File: src/rtl/pulse_sched_pkg.sv
// Shared types and helpers for the pulse window scheduler.
// Channel search works on an 8-bit mask, which covers every legal N_CH.
package pulse_sched_pkg;

  typedef enum logic [1:0] {
    IDLE  = 2'd0,
    ARM   = 2'd1,
    COUNT = 2'd2,
    HOLD  = 2'd3
  } state_t;

  localparam int MAX_CH = 8;

  // Returns {found, index} of the lowest set bit at or above position 'from'.
  function automatic logic [3:0] next_set_bit(input logic [7:0] mask, input logic [3:0] from);
    logic [3:0] r;
    r = '0;
    for (int i = MAX_CH - 1; i >= 0; i--) begin
      if (mask[i] && (4'(i) >= from)) r = {1'b1, 3'(i)};
    end
    return r;
  endfunction

endpackage

File: src/rtl/pulse_window_sched_bin2gray.sv
// Combinational binary to Gray-code converter.
module bin2gray #(
  parameter int W = 8
) (
  input  logic [W-1:0] bin,
  output logic [W-1:0] gray
);

  assign gray = bin ^ (bin >> 1);

endmodule

File: src/rtl/pulse_window_sched.sv
// Shares one pulse-accumulation window across N_CH channels, sweeping enabled
// channels in ascending order and handing each Gray-coded count out via valid/ready.
//
// state | meaning
// IDLE  | waiting for start with a nonzero mask
// ARM   | clear accumulator, load window counter
// COUNT | accumulate pulses of the selected channel
// HOLD  | result presented, waiting for res_ready
module pulse_window_sched
  import pulse_sched_pkg::*;
#(
  parameter  int N_CH  = 4,
  parameter  int WIN_W = 8,
  parameter  int CNT_W = 8,
  localparam int SEL_W = $clog2(N_CH)
) (
  input  logic             clk,
  input  logic             reset,
  input  logic             enable,
  input  logic             start,
  input  logic             cont,
  input  logic [N_CH-1:0]  ch_mask,
  input  logic [WIN_W-1:0] window_len,
  input  logic [N_CH-1:0]  pulse,
  output logic             busy,
  output logic             res_valid,
  input  logic             res_ready,
  output logic [CNT_W-1:0] res_data,
  output logic [SEL_W-1:0] res_ch,
  output logic             res_ovf,
  output logic             sweep_done
);

  localparam logic [CNT_W-1:0] CNT_MAX = '1;

  state_t           state_q, state_d;
  logic [N_CH-1:0]  mask_q;
  logic [WIN_W-1:0] wlen_q, win_cnt;
  logic [SEL_W-1:0] sel_q, sel_d;
  logic [CNT_W-1:0] acc_q, acc_d, gray_d;
  logic             ovf_q, ovf_d;
  logic             latch, capture, xfer, last_xfer;
  logic [3:0]       first_bit, next_bit;

  assign first_bit = next_set_bit(8'(ch_mask), 4'd0);
  assign next_bit  = next_set_bit(8'(mask_q), 4'(sel_q) + 4'd1);

  // Saturating accumulate; overflow only when a pulse arrives at full scale.
  always_comb begin
    acc_d = acc_q;
    ovf_d = ovf_q;
    if (pulse[sel_q]) begin
      if (acc_q == CNT_MAX) ovf_d = 1'b1;
      else                  acc_d = acc_q + CNT_W'(1);
    end
  end

  bin2gray #(.W(CNT_W)) u_gray (
    .bin  (acc_d),
    .gray (gray_d)
  );

  always_comb begin
    state_d   = state_q;
    sel_d     = sel_q;
    latch     = 1'b0;
    capture   = 1'b0;
    xfer      = 1'b0;
    last_xfer = 1'b0;
    case (state_q)
      IDLE: begin
        if (start && first_bit[3]) begin
          latch   = 1'b1;
          sel_d   = first_bit[SEL_W-1:0];
          state_d = ARM;
        end
      end
      ARM: state_d = COUNT;
      COUNT: begin
        if (win_cnt == WIN_W'(1)) begin
          capture = 1'b1;
          state_d = HOLD;
        end
      end
      HOLD: begin
        if (res_valid && res_ready) begin
          xfer = 1'b1;
          if (next_bit[3]) begin
            sel_d   = next_bit[SEL_W-1:0];
            state_d = ARM;
          end else begin
            last_xfer = 1'b1;
            state_d   = IDLE;
            if (cont) begin
              latch = 1'b1;
              if (first_bit[3]) begin
                sel_d   = first_bit[SEL_W-1:0];
                state_d = ARM;
              end
            end
          end
        end
      end
      default: state_d = IDLE;
    endcase
  end

  // Everything, outputs included, freezes while enable is low.
  always_ff @(posedge clk or posedge reset) begin
    if (reset) begin
      state_q    <= IDLE;
      busy       <= 1'b0;
      sweep_done <= 1'b0;
      sel_q      <= '0;
      mask_q     <= '0;
      wlen_q     <= '0;
      win_cnt    <= '0;
      acc_q      <= '0;
      ovf_q      <= 1'b0;
      res_valid  <= 1'b0;
      res_data   <= '0;
      res_ch     <= '0;
      res_ovf    <= 1'b0;
    end else if (enable) begin
      state_q    <= state_d;
      busy       <= (state_d != IDLE);
      sweep_done <= last_xfer;
      sel_q      <= sel_d;
      if (latch) begin
        mask_q <= ch_mask;
        wlen_q <= window_len;
      end
      case (state_q)
        ARM: begin
          acc_q   <= '0;
          ovf_q   <= 1'b0;
          win_cnt <= (wlen_q == '0) ? WIN_W'(1) : wlen_q;
        end
        COUNT: begin
          acc_q   <= acc_d;
          ovf_q   <= ovf_d;
          win_cnt <= win_cnt - WIN_W'(1);
        end
        default: ;
      endcase
      if (capture) begin
        res_valid <= 1'b1;
        res_data  <= gray_d;
        res_ch    <= sel_q;
        res_ovf   <= ovf_d;
      end else if (xfer) begin
        res_valid <= 1'b0;
      end
    end
  end

endmodule

File: config.mk
export PLATFORM = sky130hd
export DESIGN_NAME = pulse_window_sched
export DESIGN_NICKNAME = d
export VERILOG_FILES = /design/src/rtl/pulse_sched_pkg.sv /design/src/rtl/pulse_window_sched_bin2gray.sv /design/src/rtl/pulse_window_sched.sv
export SDC_FILE = /design/constraint.sdc
export NUM_CORES = 1
export LEC_CHECK = 0
export CORE_MARGIN = 8
export CORE_UTILIZATION = 36
export CTS_CLUSTER_DIAMETER = 120
export DETAILED_ROUTE_END_ITERATION = 16
export GPL_ROUTABILITY_DRIVEN = 0
export HOLD_SLACK_MARGIN = 0.1
export PLACE_DENSITY_LB_ADDON = 0.25
export SETUP_SLACK_MARGIN = 0.2
export SLEW_MARGIN = 20
export SYNTH_ARGS = -nofsm -noshare
export SYNTH_HDL_FRONTEND = slang
export SYNTH_SLANG_ARGS = --single-unit
File: constraint.sdc
create_clock -name clk -period 2.4 [get_ports clk]
set_clock_uncertainty 0.05 [all_clocks]
set_input_delay 0.48 -clock clk [delete_from_list [all_inputs] [get_ports clk]]
set_output_delay 0.48 -clock clk [all_outputs]
set_load 0.02 [all_outputs]
==> impl_metrics.csv, run 1 <==
group,metric,value,unit
floorplanning,core,7567,um^2
floorplanning,start_util,36.23,%
routing,via_count,2198,
floorplanning,fp.dieH,103.3,um
cts,h-tree-depth,2,
sta,finalHoldViolations,0,
synthesis,yosysTopAreaCellShare,41.99,%
sta,finalSetupViolCount,0,
floorplanning,rows,32,
cts,hold_buffers,0,
worst_setup_path,crit_family,"simple AND/OR/NAND/NOR gates",
synthesis,synthArstFlopShare,100.0,%
cts,cts_tree,"yes",
cts,clkTransAtPathRegs,0.09,ns
synthesis,seq_area_frac_synth,41.99,%
sta,max_freq,471.0,MHz
layout,regArea,1152,um^2
placed_design,placed_cell_area,3299,um^2
grt,track_usage,12.01,%
sta,finalSetupTns,0,ns
placed_design,dpl.hpwl,4518,um
power_and_ir_drop,peakVddDrop,0.6149,mV
worst_hold_path,hold_class,"in2async",
worst_setup_path,path_class,"in2reg",
layout,syn2layout_area_growth,24.74,%
worst_setup_path,crit_arrival,2.27,ns
sta,worst_pin_slew,0.3874,ns
worst_setup_path,cp_cell_sequence,"clkdlybuf4s50_1 -> or4_4 -> a21bo_2 -> and2_4 -> o221ai_2 -> mux2_2",
grt,grt_max_degree,31,
flow_run,drv_cap,0,
routing,viasPerCell,5.053,
power_and_ir_drop,p_per_area,946.9,nW/um^2
layout,multi_input_area,1430,um^2
routing,drt-wirelength-per-cell,13.51,um
synthesis,netlist_area,2741,um^2
layout,stdcell_count,435,
routing,drt_wl_total,5879,um
routing,drt-pass1-iter-count,4,
floorplanning,die_x,103.3,um
synthesis,synth.avg_cell_area,9.687,um^2
routing,drcViolationCount,0,
run_status,status,"completed",
worst_setup_path,start_kind,"input port",
worst_setup_path,cp-end-kind,"register",
grt,grt_first_pass_wirelength,10210,um
cts,clock_tree.buffer_depth,2,
placed_design,place_inst,427,
synthesis,ys.flop_type,"dfrtp_1",
layout,diodes,0,
placed_design,port_buffers,35,
power_and_ir_drop,cellLeakagePower,0.001412,uW
synthesis,synth_warnings,0,
layout,fill_cells,727,
synthesis,synth_cell_types,59,
synthesis,synthCells,283,
synthesis,netlist_top_cells_area,"dfrtp_1, nand2_1, mux2_2",
layout,drive_above_1_share,20.12,%
layout,nNetsFinal,361,
synthesis,synth_edf_count,0,
layout,final_cell_area,3420,um^2
cts,clockRootBuffer,"clkbuf_8",
worst_setup_path,critPathBufInv,1,
worst_setup_path,critPathRequiredTime,2.55,ns
sta,period_needed,2.123,ns
worst_setup_path,crit_fanout,3,
sta,rsz0062_at_grt,"false",
sta,period_share,88.46,%
synthesis,synthesis.nets,312,
grt,grt_pass1_vias,2178,
floorplanning,ios,36,
synthesis,ys_ff_latch,46,
grt,grt-ovfl-total,0,
cts,clkSinkCount,46,
cts,insertion_delay,0.31,ns
synthesis,synth_largest_area_cell,"dfrtp_1",
sta,relSlewSlack,74.17,%
routing,detail-route-antenna-nets,0,
sta,slew_viol_final,0,
grt,antenna_found_initial,0,
cts,post_cts_buffers,0,
worst_setup_path,worst_path_max_delay_cell,"or4_4",
cts,cts-buffers-inserted,5,
routing,drtIter0Drc,88,
layout,fin_util,45.19,%
power_and_ir_drop,power.total,3238,uW
worst_setup_path,critical_path.max_stage_delay,0.55,ns
floorplanning,die_area,10660,um^2
==> timing repair <==
action,CTS,global route
setup endpoints to repair,0,12
endpoints found under the hold margin,0,0
resized for setup,0,3
==> cells by family after synthesis <==
logic type | synth area share [%]
buf+inv | 6.070
mux | 8.763
fa+ha+maj | 3.195
xor+xnor | 3.150
simple gates | 17.21
compound gates | 19.63
flops | 41.99
==> where the power goes <==
group / internal (uW) / switching, uW / total (uW)
sequential: 1000 / 240 / 1240
combinational: 691 / 718 / 1410
clock: 312 / 276 / 588
total: 2000 / 1230 / 3240
==> final cells by class <==
type | count | area share [%]
multi-input cells | 207 | 41.82
flip-flops and latches | 46 | 33.70
repair buffers | 57 | 15.81
well taps | 102 | 3.732
clock buffers | 5 | 2.012
inverters | 15 | 1.647
clock inverters | 3 | 1.281
==> sequential cells by signal, summed over array words and instances (netlist names), 2 cells and up <==
name      count
res_ch        2
wlen_q        8
win_cnt       8
acc_q         8
res_data      8
mask_q        3
state_q       2
sel_q         2
==> stage by stage <==
stage / hold WS, ns / setup WS [ns]
detailed placement: 0.4129 / -0.08027
floorplan: 0.4314 / 0.3888
CTS: 0.4171 / 0.2466
global route: 0.4635 / 0.2080
finish: 0.4082 / 0.2769
global placement: 0.4076 / -0.04451
==> path summary, 6_finish.rpt <==
check / from / cells after the start / slack, ns / end
hold reg to reg: res_ch[0] / 2 / 0.43 / res_ch[0]
setup / recovery: ch_mask[0] / 6 / 0.28 / sel_q[0]
max in group asynchronous: reset / 3 / 1.40 / win_cnt[6]
setup reg to reg: state_q[0] / 6 / 0.37 / wlen_q[5]
hold / removal: reset / 2 / 0.41 / res_data[5]
min in group clk: res_ch[0] / 2 / 0.43 / res_ch[0]
==> synth_stat cells (all sizes together) (2+ instances only) <==
cell,number
dfrtp,46
nand2,40
o21ai,24
a21oi,17
nor2,16
inv,15
mux2,13
clkbuf,8
nand3,8
buf,7
ha,7
mux2i,6
nor3,6
xnor2,6
nand4,5
o31ai,5
and3,4
nand2b,4
o22ai,4
a21o,3
a2bb2oi,3
a31oi,3
and2,3
o211ai,3
xor2,3
a211oi,2
o21a,2
o22a,2
o32ai,2
or4,2
==> layer usage <==
layer  track usage, %  vias up  wire length, um
met5                0        -                0
met4            4.004        0               70
met3            2.410        7              274
met2            19.80       40             2736
met1            15.36     1033             2798
li1                 -     1118                -
==> layout by cell type (no fill, tap or decap), drive strengths merged, types with 2 or more instances in the layout <==
cell type       n
dfrtp          46
nand2          40
clkdlybuf4s50  35
o21ai          24
buf            22
a21oi          17
nor2           16
inv            16
mux2           13
nand3           8
ha              7
nor3            6
xnor2           6
mux2i           6
clkbuf          5
nand4           5
o31ai           5
nand2b          4
and3            4
o22ai           4
a2bb2oi         3
o211ai          3
a31oi           3
and2            3
a21o            3
xor2            3
or4             2
o32ai           2
a211oi          2
o21a            2
o22a            2
(Power assumes the default switching activity.)
==> inputs of run 2 (changes only) <==
--- a/config.mk
+++ b/config.mk
@@ -10,9 +10,10 @@
 export CTS_CLUSTER_DIAMETER = 120
 export DETAILED_ROUTE_END_ITERATION = 16
 export GPL_ROUTABILITY_DRIVEN = 0
-export HOLD_SLACK_MARGIN = 0.1
+export HOLD_SLACK_MARGIN = 0.06
 export PLACE_DENSITY_LB_ADDON = 0.25
 export SETUP_SLACK_MARGIN = 0.2
+export SKIP_CTS_REPAIR_TIMING = 1
 export SLEW_MARGIN = 20
 export SYNTH_ARGS = -nofsm -noshare
 export SYNTH_HDL_FRONTEND = slang
==> constraint.sdc (replaced) <==
create_clock -name clk -period 2 [get_ports clk]
set_clock_uncertainty 0.05 [all_clocks]
set_input_delay 0.4 -clock clk [delete_from_list [all_inputs] [get_ports clk]]
set_output_delay 0.4 -clock clk [all_outputs]
set_load 0.02 [all_outputs]
==> impl_metrics.csv, run 2 (synthesis results as in run 1) <==
group,metric,value,unit
power_and_ir_drop,peakVddDrop,0.8344,mV
layout,syn2layout_area_growth,44.68,%
grt,grt_first_pass_wirelength,10640,um
cts,clkTransAtPathRegs,0.09,ns
layout,final_common_cell,"dfrtp_1",
sta,rsz0062_at_grt,"true",
floorplanning,fp.dieH,103.3,um
power_and_ir_drop,cellLeakagePower,0.001728,uW
worst_setup_path,reg2reg_from,"win_cnt[4]",
layout,stdcell_count,462,
worst_setup_path,crit_arrival,2.07,ns
sta,finalSetupTns,0,ns
routing,drt_wl_total,6822,um
placed_design,port_buffers,35,
routing,via_count,2337,
layout,fill_cells,683,
cts,clkSinkCount,46,
cts,clockRootBuffer,"clkbuf_8",
grt,track_usage,12.49,%
sta,finalSetupViolCount,0,
grt,grt_max_degree,22,
power_and_ir_drop,power.total,4603,uW
routing,drtIter0Drc,68,
sta,hold_ws,0.3605,ns
cts,h-tree-depth,2,
floorplanning,rows,32,
floorplanning,start_util,36.23,%
floorplanning,die_x,103.3,um
worst_setup_path,path_class,"reg2reg",
cts,insertion_delay,0.30,ns
worst_setup_path,crit_fanout,4,
sta,worst_pin_slew,0.4451,ns
worst_hold_path,hold_class,"in2async",
layout,regArea,1159,um^2
floorplanning,ios,36,
worst_setup_path,worst_path_max_delay_cell,"or4_4",
grt,antenna_found_initial,0,
worst_setup_path,critPathRequiredTime,2.17,ns
layout,fin_util,52.41,%
worst_setup_path,cp_cell_sequence,"or4_4 -> nor4b_4 -> and3_1 -> nand2_1 -> o31ai_2",
cts,clock_tree.buffer_depth,2,
routing,drcViolationCount,0,
worst_setup_path,r2r_cells,5,
floorplanning,die_area,10660,um^2
sta,slew_viol_final,0,
sta,period_share,95.00,%
worst_setup_path,critical_path.max_stage_delay,0.56,ns
routing,detail-route-antenna-nets,0,
run_status,status,"completed",
layout,layout_common_cells,"dfrtp_1, nand2_1, buf_4, clkdlybuf4s50_1, a21oi_1",
floorplanning,core,7567,um^2
worst_setup_path,r2r_slack,0.1,ns
worst_setup_path,r2r-end,"res_data[2]",
flow_run,drv_cap,0,
routing,viasPerCell,5.058,
grt,grt-ovfl-total,0,
placed_design,dpl.hpwl,4796,um
sta,relSlewSlack,70.28,%
layout,drive_above_1_share,33.33,%
layout,diodes,0,
sta,finalHoldViolations,0,
cts,cts_tree,"yes",
cts,cts-buffers-inserted,5,
layout,multi_input_area,1700,um^2
worst_setup_path,start_kind,"register",
sta,period_needed,1.900,ns
worst_setup_path,cp-end-kind,"register",
grt,grt_pass1_vias,2329,
sta,max_freq,526.3,MHz
power_and_ir_drop,p_per_area,1161,nW/um^2
routing,drt-wirelength-per-cell,14.77,um
placed_design,place_inst,440,
routing,drt-pass1-iter-count,4,
layout,nNetsFinal,388,
[run 2: cell types whose count changed in the layout (fill, tap and decap cells not counted), moves of 8 or more]
cell and delta:
buf_6 +8, buf_4 +17, clkdlybuf4s50_1 -10, dlymetal6s2s_1 +10
mux2_2 -12, mux2_4 +12
[run 2: area by class of cell]
class | count | share of cell area, %
multi-input cells | 208 | 42.87
flip-flops and latches | 46 | 29.21
repair buffers | 83 | 20.38
well taps | 102 | 3.218
clock buffers | 5 | 1.735
inverters | 15 | 1.483
clock inverters | 3 | 1.104
[run 2: metal layers]
metal / up-vias / share of wire, % / GRT usage [%]
met5: - / 0 / 0
met1: 1112 / 44 / 15.28
met2: 46 / 50 / 21.64
li1: 1169 / - / -
met3: 10 / 4.2 / 2.677
met4: 0 / 1.4 / 3.337
[run 2: worst max path at each step]
stage,start,end,cells after the start
6_report,win_cnt[4],res_data[2],5
3_5_place_dp,res_ready,wlen_q[4],6
5_1_grt,win_cnt[3],busy,6
3_3_place_gp,pulse[3],res_data[6],6
4_1_cts,state_q[1],wlen_q[4],5
2_1_floorplan,ch_mask[0],sel_q[0],5
[run 2: stage by stage]
| stage | setup WS [ns] | area [um^2] |
|---|---|---|
| floorplan | 0.1688 | 2809 |
| global placement | -0.2904 | 3447 |
| detailed placement | -0.3185 | 3447 |
| CTS | -0.006712 | 3560 |
| global route | -0.008685 | 3966 |
| finish | 0.09991 | 3966 |
[run 2: report_power, final]
part	internal [uW]	switching [uW]	total, uW
registers	1210	298	1510
logic	1270	1110	2380
clock network	375	339	714
[run 2: worst max-delay path, delay by kind of cell (launching register included)]
kind / cells / cell delay, ns
AOI/OAI and AO/OA: 1 / 0.17
DFF: 1 / 0.42
and+or+nand+nor: 4 / 1.19
